<file path="src/rtl/fpn_pkg.sv">
// Shared types and defaults for the FPN border-pixel frame sequencer.
// Latency: none (types and constants only).
// Backpressure: n/a.
package fpn_pkg;
  localparam int NPIX_DEF = 24;
  localparam int AW_DEF   = 5;
  localparam int CW_DEF   = 6;
  localparam int STAR_XW  = 10;
  localparam int STAR_YW  = 10;
  localparam int STAR_W   = STAR_XW + STAR_YW;

  typedef struct packed {
    logic [STAR_XW-1:0] x;
    logic [STAR_YW-1:0] y;
  } star_t;

  typedef enum logic [2:0] {IDLE, ACCUM, DRAIN, WAIT_DIV, READY} state_t;
endpackage

</file>
<file path="src/rtl/fpn_sched_star_track.sv">
// Frame sync edge detect, star-move detect and saturating frame/still counters.
// Latency: rise/change pulses are combinational; counters update on the next edge.
// Backpressure: none; everything holds while enable is low.
module star_track
  import fpn_pkg::*;
#(
  parameter int CW = CW_DEF
) (
  input  logic          clk,
  input  logic          rst_n,
  input  logic          enable,
  input  logic          vs_in,
  input  star_t         star,
  output logic          rise,
  output logic          change,
  output logic          pp_sel,
  output logic [CW-1:0] frames,
  output logic [CW-1:0] still_cnt,
  output logic [CW-1:0] still_lat
);
  localparam logic [CW-1:0] CMAX = '1;

  logic  vs_d;
  star_t star_q;

  assign rise   = enable & vs_in & ~vs_d;
  assign change = enable & (star != star_q);

  always_ff @(posedge clk or negedge rst_n) begin
    if (!rst_n) begin
      vs_d      <= 1'b0;
      star_q    <= '0;
      pp_sel    <= 1'b0;
      frames    <= '0;
      still_cnt <= '0;
      still_lat <= '0;
    end else if (enable) begin
      vs_d   <= vs_in;
      star_q <= star;
      if (rise) begin
        pp_sel <= ~pp_sel;
        if (frames != CMAX) frames <= frames + 1'b1;
      end
      // a move on the same cycle as a frame edge restarts the still count
      if (change) begin
        still_lat <= still_cnt;
        still_cnt <= '0;
      end else if (rise && still_cnt != CMAX) begin
        still_cnt <= still_cnt + 1'b1;
      end
    end
  end
endmodule

</file>
<file path="src/rtl/fpn_sched.sv">
// Frame sequencer: drains border accumulators through the divider pair, collects quotients, hands results to host.
// Latency: drain starts the cycle after a star move; div_in_valid trails drain_en by 1 cycle. Macro FPN_SCHED_TIMEOUT_EN adds a divider watchdog.
// Backpressure: host paces readout with out_en; a pending move waits for readout to finish.
module fpn_sched
  import fpn_pkg::*;
#(
  parameter int NPIX = NPIX_DEF,
  parameter int AW   = AW_DEF,
  parameter int CW   = CW_DEF
`ifdef FPN_SCHED_TIMEOUT_EN
  ,
  parameter int TMO  = 64
`endif
) (
  input  logic              clk,
  input  logic              rst_n,
  input  logic              enable,
  input  logic              vs_in,
  input  logic [STAR_W-1:0] star,
  output logic              pp_sel,
  output logic [CW-1:0]     still_cnt,
  output logic              acc_clear,
  output logic [AW-1:0]     drain_addr,
  output logic              drain_en,
  output logic              div_in_valid,
  output logic [CW-1:0]     div_divisor,
  input  logic              div_out_valid,
  output logic              res_wr_en,
  output logic [AW-1:0]     res_wr_addr,
  output logic              res_ready,
  input  logic              out_en,
  output logic [AW-1:0]     res_rd_addr,
  output logic              overrun
);
  localparam logic [AW-1:0] LAST = AW'(NPIX - 1);

  logic          rise, change, start_ok;
  logic [CW-1:0] frames, still_lat;

  state_t        state, state_nx;
  logic [AW-1:0] drain_q, drain_nx, wr_q, wr_nx, rd_q, rd_nx;
  logic          pend_q, pend_nx, ovr_q, ovr_nx, div_vld_q;
  logic          drain_act, wr_act, timeout;

`ifdef FPN_SCHED_TIMEOUT_EN
  localparam int TW = $clog2(TMO + 1);
  logic [TW-1:0] wd_q, wd_nx;
`endif

  star_track #(.CW(CW)) u_track (
    .clk      (clk),
    .rst_n    (rst_n),
    .enable   (enable),
    .vs_in    (vs_in),
    .star     (star_t'(star)),
    .rise     (rise),
    .change   (change),
    .pp_sel   (pp_sel),
    .frames   (frames),
    .still_cnt(still_cnt),
    .still_lat(still_lat)
  );

  always_comb begin
    state_nx  = state;
    drain_nx  = drain_q;
    wr_nx     = wr_q;
    rd_nx     = rd_q;
    pend_nx   = pend_q;
    ovr_nx    = ovr_q;
    drain_act = 1'b0;
    wr_act    = 1'b0;
    timeout   = 1'b0;
    start_ok  = change && (frames != '0);
`ifdef FPN_SCHED_TIMEOUT_EN
    wd_nx     = '0;
`endif
    case (state)
      IDLE: if (rise) state_nx = ACCUM;
      ACCUM: if (start_ok) state_nx = DRAIN;
      DRAIN: begin
        drain_act = 1'b1;
        drain_nx  = drain_q + 1'b1;
        if (drain_q == LAST) begin
          drain_nx = '0;
          state_nx = WAIT_DIV;
        end
        // short divider latency returns quotients while still issuing
        if (div_out_valid) begin
          wr_act = 1'b1;
          wr_nx  = wr_q + 1'b1;
        end
      end
      WAIT_DIV: begin
        if (div_out_valid) begin
          wr_act = 1'b1;
          wr_nx  = wr_q + 1'b1;
          if (wr_q == LAST) begin
            wr_nx    = '0;
            state_nx = READY;
          end
        end
`ifdef FPN_SCHED_TIMEOUT_EN
        wd_nx   = div_out_valid ? '0 : wd_q + 1'b1;
        timeout = !div_out_valid && (wd_q == TW'(TMO - 1));
`endif
      end
      READY: begin
        if (start_ok) pend_nx = 1'b1;
        if (out_en) begin
          rd_nx = rd_q + 1'b1;
          if (rd_q == LAST) begin
            rd_nx    = '0;
            pend_nx  = 1'b0;
            state_nx = (pend_q || start_ok) ? DRAIN : ACCUM;
          end
        end
      end
      default: state_nx = IDLE;
    endcase
    // a new frame (or a dead divider) mid-drain invalidates the partial set
    if ((state == DRAIN || state == WAIT_DIV) && (rise || timeout)) begin
      ovr_nx    = 1'b1;
      state_nx  = ACCUM;
      drain_nx  = '0;
      wr_nx     = '0;
      drain_act = 1'b0;
      wr_act    = 1'b0;
    end
  end

  always_ff @(posedge clk or negedge rst_n) begin
    if (!rst_n) begin
      state     <= IDLE;
      drain_q   <= '0;
      wr_q      <= '0;
      rd_q      <= '0;
      pend_q    <= 1'b0;
      ovr_q     <= 1'b0;
      div_vld_q <= 1'b0;
`ifdef FPN_SCHED_TIMEOUT_EN
      wd_q      <= '0;
`endif
    end else if (enable) begin
      state     <= state_nx;
      drain_q   <= drain_nx;
      wr_q      <= wr_nx;
      rd_q      <= rd_nx;
      pend_q    <= pend_nx;
      ovr_q     <= ovr_nx;
      div_vld_q <= drain_act;
`ifdef FPN_SCHED_TIMEOUT_EN
      wd_q      <= wd_nx;
`endif
    end
  end

  assign acc_clear    = (still_cnt == '0);
  assign drain_addr   = drain_q;
  assign drain_en     = drain_act & enable;
  assign div_in_valid = div_vld_q & enable;
  assign div_divisor  = (still_lat == '0) ? CW'(1) : still_lat;
  assign res_wr_en    = wr_act & enable;
  assign res_wr_addr  = wr_q;
  assign res_ready    = (state == READY);
  assign res_rd_addr  = rd_q;
  assign overrun      = ovr_q;
endmodule

</file>
<file path="config.mk">
export PLATFORM = sky130hd
export DESIGN_NAME = fpn_sched
export DESIGN_NICKNAME = d
export VERILOG_FILES = /design/src/rtl/fpn_pkg.sv /design/src/rtl/fpn_sched_star_track.sv /design/src/rtl/fpn_sched.sv
export SDC_FILE = /design/constraint.sdc
export NUM_CORES = 1
export LEC_CHECK = 0
export CORE_MARGIN = 3
export CORE_UTILIZATION = 52
export CTS_CLUSTER_DIAMETER = 150
export CTS_CLUSTER_SIZE = 20
export DETAILED_ROUTE_END_ITERATION = 8
export PLACE_DENSITY = 0.92
export SLEW_MARGIN = 20
export SYNTH_ARGS = -nofsm -noshare
export SYNTH_HDL_FRONTEND = slang
export SYNTH_SLANG_ARGS = --single-unit
</file>
<file path="constraint.sdc">
create_clock -name clk -period 2.1 [get_ports clk]
set_clock_uncertainty 0.1 [all_clocks]
set_input_delay 0.42 -clock clk [delete_from_list [all_inputs] [get_ports clk]]
set_output_delay 0.42 -clock clk [all_outputs]
set_load 0.02 [all_outputs]
</file>
After elaboration in Yosys (flattened, before gate mapping)
Index checks and enable logic that the tools add are counted.
- output and inout port bits: 34
- bits in registers: 61
- word-level logic and storage cells: 98
- add/subtract/negate cells: 5
- reductions and logical operators: 23
- muxes and demuxes: 30
- bitwise logic cells: 8
- equal/unequal tests: 18
- operators by type and width (cell ; number):
    5-bit 2-to-1 mux ; 8
    3-bit 2-to-1 mux ; 8
    20-bit inequality test ; 1
    6-bit 2-to-1 mux ; 3
    5-bit by 1-bit adder with 5-bit output, second input constant ; 3
    5-bit == test, second input constant ; 3
    3-bit by 2-bit inequality test with 1-bit output, second input constant ; 5
    3-bit one-hot mux with 5 select lines ; 1
    6-bit by 1-bit adder with 6-bit output, second input constant ; 2
    6-bit zero test ; 2
    6-bit inequality test, second input constant ; 2
    2-bit AND reduction ; 6
    5-bit one-hot mux with 2 select lines ; 1
    1-bit 2-to-1 mux ; 8
    8-bit AND reduction ; 1
    1-bit AND ; 6
    3-bit by 2-bit == test with 1-bit output, second input constant ; 2
    3-bit by 1-bit inequality test with 1-bit output, second input constant ; 2
    3-bit AND reduction ; 2
    6-bit nonzero test ; 1
    4-bit AND reduction ; 1
    2-bit nonzero test ; 2
    3-bit by 1-bit == test with 1-bit output, second input constant ; 1
    3-bit == test, second input constant ; 1
    other kinds (8) ; 12

Longest topological paths before layout
- word-level depth: 9
- depth in mapped cells: 8

By module
Synthesis repeated with hierarchy kept, for this count alone.
- cell total of the unflattened synthesis: 277
- area total of the unflattened synthesis: 3148.0 µm²
- modules (own cells, without submodules) (module ; cells each ; seq. area each (µm²) ; instances ; area an instance (µm²)):
    star_track ; 138 ; 1001.0 ; 1 ; 1816.7
    fpn_sched ; 139 ; 525.5 ; 1 ; 1331.3

Worst setup path before layout
OpenSTA, ideal clock, no wires.
- kind: input to output
- start: input port enable
- end: output port res_wr_en
- path buffers: 2
- required time: 1.580 ns
- stages on the path: 4
- arrival: 1.430 ns
- path slack: 0.150 ns
- cell sequence: clkbuf_1 > buf_1 > nand3_1 > nor2_1
- word-level cells in the longest chain between the ends: 5
- RTL lines (element ; line ; text):
    start: declaration ; fpn_sched.sv:17 ; input logic enable,
    1-bit AND (2 in a row) ; fpn_sched_star_track.sv:26 ; assign rise = enable & vs_in & ~vs_d;
    1-bit logical AND ; fpn_sched.sv:122 ; if ((state == DRAIN || state == WAIT_DIV) && (rise || timeout)) begin
    1-bit 2-to-1 mux ; fpn_sched.sv:122 ;
    1-bit AND * ; fpn_sched.sv:163 ; assign res_wr_en = wr_act & enable;
    end: declaration ; fpn_sched.sv:28 ; output logic res_wr_en,
Every way passes the cells marked *; elsewhere a longest branch is shown, timed or not.

Final worst setup path
- start: register u_track.still_lat[1]
- end: output port div_divisor[0]
- word-level cells in the longest chain between the ends: 2
- RTL lines (element ; line ; text):
    start: declaration ; fpn_sched_star_track.sv:19 ; output logic [CW-1:0] still_lat
    start signal: assignment ; fpn_sched_star_track.sv:46 ; still_lat <= still_cnt;
    6-bit zero test ; fpn_sched.sv:162 ; assign div_divisor = (still_lat == '0) ? CW'(1) : still_lat;
    6-bit 2-to-1 mux ; fpn_sched.sv:162 ;
    end: declaration ; fpn_sched.sv:26 ; output logic [CW-1:0] div_divisor,
Every way passes these cells.

==> flow_summary_export.csv <==
group,metric,value,unit
sta,setup_viol,0,
power_and_ir_drop,p_seq_share,42.2,%
worst_setup_path,cp_top_family,"simple AND/OR/NAND/NOR gates",
hold_path,hold_start,"u_track.pp_sel$_DFFE_PN0P_",
final_layout,fin_util,74.0,%
logic_synthesis,synth_area_leaders,"dfrtp_1, mux2_2, xnor2_1",
hold_path,hold_path.class,"reg2reg",
sta,fmax,480,MHz
logic_synthesis,yosysWarnings,0,
power_and_ir_drop,power_leakage,0.00181,µW
job,cap_violations,0,
worst_setup_path,cpPeakStageDelay,530,ps
worst_setup_path,path_buf_inv,1,
sta,layout_min_cycle_time,2080,ps
logic_synthesis,yosysTopAreaCellShare,49.6,%
final_layout,nFillCells,382,
worst_setup_path,reg2reg_slack,170,ps
logic_synthesis,synth_edf_count,0,
logic_synthesis,synthCells,283,
final_layout,area_growth,34.6,%
floorplanning,die_area,6880,µm²
sta,max_slew_margin,71.1,%
run_status,outcome,"finished, final reports clean",
floorplanning,ios,60,
final_layout,drive_above_1_share,22.6,%
power_and_ir_drop,max-vdd-ir-drop,0.724,mV
power_and_ir_drop,pwr-share-clk,26.4,%
logic_synthesis,synth_seq_cells,61,
placement,gp_congestion,0.869,
worst_setup_path,crit_path_end_kind,"output pin",
route,wl_per_cell,16.1,µm
worst_setup_path,cp-startpoint,"u_track.still_lat[1]$_DFFE_PN0P_",
floorplanning,num_rows,27,
clock_tree,post_cts_buffers,0,
logic_synthesis,synth_area_per_cell,10.9,µm²
route,first_pass_iters,4,
logic_synthesis,synth.net_count,316,
sta,hold_slack,371,ps
clock_tree,clk_pin_slew,70,ps
sta,period_share,99.2,%
clock_tree,worst_skew_pair.late_latency,350,ps
sta,worstMarginPinSlew,434,ps
power_and_ir_drop,intPower,2550,µW
placement,port_buffers,59,
worst_setup_path,startpoint_type,"register",
route,ant_nets,0,
sta,rsz0062_at_grt,"true",
worst_setup_path,worstSetupPathType,"reg2out",
floorplanning,die_x,83.0,µm
logic_synthesis,synth.distinct_cells,45,
global_route,track_usage,21.9,%
final_layout,layout.nets,404,
logic_synthesis,synth_top_cells_by_count,"dfrtp_1, xnor2_1, mux2_2, nand2_1, o21ai_0",
logic_synthesis,ys_seq_area_share,49.6,%
global_route,grt_util_met1,24.0,%
final_layout,diodes,0,
clock_tree,root_buffer,"clkbuf_8",
global_route,grt_pass1_vias,2552,
worst_setup_path,path_cells,"or4_1 -> o21bai_1 -> buf_4",
global_route,grt_pass1_wl,12000,µm
floorplanning,start_util,54.9,%
route,drc,0,
global_route,antenna_found_initial,0,
floorplanning,core_area,5610,µm²
worst_setup_path,crit_path_max_fanout,2,
global_route,use_met3,5.75,%
final_layout,seq_area,1530,µm²
logic_synthesis,netlist_area,3080,µm²
global_route,grt_max_degree,45,
logic_synthesis,synthArstFlopShare,100,%
power_and_ir_drop,sw_frac_of_total,33.7,%
logic_synthesis,post-synth-top-count-cell,"dfrtp_1",
worst_setup_path,reg2reg_from,"drain_addr[0]$_DFFE_PN0P_",
final_layout,multi_input_area,1490,µm²
sta,finalMaxSlewViolations,0,
route,vias,2438,
clock_tree,cts_num_sinks,61,
power_and_ir_drop,power_switching,1300,µW
logic_synthesis,synth_top_area_cell,"dfrtp_1",
logic_synthesis,ys.flop_type,"dfrtp_1",
worst_setup_path,crit_required,1580,ps
worst_setup_path,critPathSlowestCell,"or4_1",
global_route,grt_overflow,0,
route,post_drt_via_cell_ratio,5.44,
route,wirelength,7230,µm
sta,hold_viol,0,
floorplanning,die_h,83.0,µm
clock_tree,cts_inserted_buffers,9,
power_and_ir_drop,p_comb_share,31.4,%
global_route,top_usage_layer,"met2",
placement,dp_hpwl,5020,µm
clock_tree,clockBufferDepth,2,
power_and_ir_drop,power_density,927,nW/µm²
clock_tree,cts_tree,"done",
worst_setup_path,crit_arrival,1560,ps
clock_tree,h-tree-depth,3,
global_route,use_met2,39.7,%
route,drt_iter0_drc,140,
==> flip-flops by register name, indices dropped and copies added (netlist names) <==
| register | cells |
|---|---|
| pend_q | 1 |
| u_track.star_q | 20 |
| u_track.vs_d | 1 |
| div_vld_q | 1 |
| u_track.still_cnt | 6 |
| drain_addr | 5 |
| u_track.pp_sel | 1 |
| state | 3 |
| u_track.still_lat | 6 |
| res_wr_addr | 5 |
| res_rd_addr | 5 |
| overrun | 1 |
| u_track.frames | 6 |
==> cells by family (layout without fill, tap and decap cells) <==
kind of cell,after synthesis,count (layout),synth area share (%)
AOI/OAI and AO/OA,45,45,10.0
buffers and inverters,20,113,2.72
DFF,61,61,49.6
and+or+nand+nor,88,88,14.9
muxes,29,29,10.6
xor gates and xnor gates,33,33,9.38
adders and majority gates,7,7,2.84
==> power by group through the flow <==
stage	clock network, µW	logic, µW	registers (µW)
floorplan	0	626	1670
global placement	0	1130	1620
detailed placement	0	1180	1640
CTS	1030	1200	1620
global route	1090	1320	1650
finish	1010	1210	1620
==> layer usage <==
| metal | wire (µm) | share of wire, % | vias up |
|---|---|---|---|
| li1 | - | - | 1172 |
| met1 | 2890 | 40 | 1189 |
| met2 | 3870 | 54 | 60 |
| met3 | 291 | 4.0 | 17 |
| met4 | 180 | 2.5 | 0 |
| met5 | 0 | 0 | - |
==> cell type report <==
type | instances | area share, %
multi-input combinational | 202 | 35.8
clock inverter | 6 | 1.54
tap | 72 | 2.17
sequential | 61 | 36.8
inverter | 7 | 0.633
timing repair buffer | 90 | 19.9
clock buffer | 10 | 3.08
==> path summary, 6_finish.rpt <==
check | to | depth (start not counted)
setup / recovery | div_divisor[0] | 3
hold / removal | u_track.pp_sel$_DFFE_PN0P_ | 1
setup reg to reg | state[1]$_DFFE_PN0P_ | 6
hold reg to reg | u_track.pp_sel$_DFFE_PN0P_ | 1
max in group asynchronous | u_track.star_q[3]$_DFFE_PN0P_ | 3
min in group asynchronous | u_track.still_lat[3]$_DFFE_PN0P_ | 2
==> cells in the final DEF (no fill, tap or decap), types with 5 or more instances in the layout <==
master | netlist | routed
a21oi_1 | 7 | 7
and3_1 | 5 | 5
buf_4 | 1 | 30
clkbuf_8 | 0 | 9
clkdlybuf4s50_1 | 0 | 52
dfrtp_1 | 61 | 61
ha_1 | 7 | 7
inv_1 | 6 | 6
mux2_2 | 27 | 27
nand2_1 | 23 | 23
nand3_1 | 7 | 7
nand4_1 | 10 | 10
nor2_1 | 16 | 14
o21ai_0 | 18 | 18
xnor2_1 | 29 | 29
==> through the flow <==
| step | power, µW | setup TNS (ps) | std cells | worst slack, ps | cell area [µm²] |
|---|---|---|---|---|---|
| floorplan | 2300 | 0 | 283 | 150 | 3080 |
| global placement | 2750 | -3870 | 431 | -379 | 3940 |
| finish | 3840 | 0 | 448 | 16.9 | 4150 |
| CTS | 3850 | 0 | 448 | 1.59 | 4130 |
| global route | 4060 | -48.4 | 448 | -19.5 | 4150 |
| detailed placement | 2820 | -5620 | 431 | -471 | 3940 |
==> worst register-to-register path, cell delays in order, from the launching register on <==
cell	delay, ps
dfrtp_1	420
ha_1	270
nand4b_1	170
o221ai_1	210
o311ai_1	160
a211o_1	310
o31ai_2	200
==> timing repair <==
action	in CTS	in global routing
endpoints found under the setup margin	7	20
hold buffers	1	0
endpoints found under the hold margin	17	0
gates resized for setup	20	8
pin swaps	0	1
Note: power is estimated with default switching activity, not from simulation.
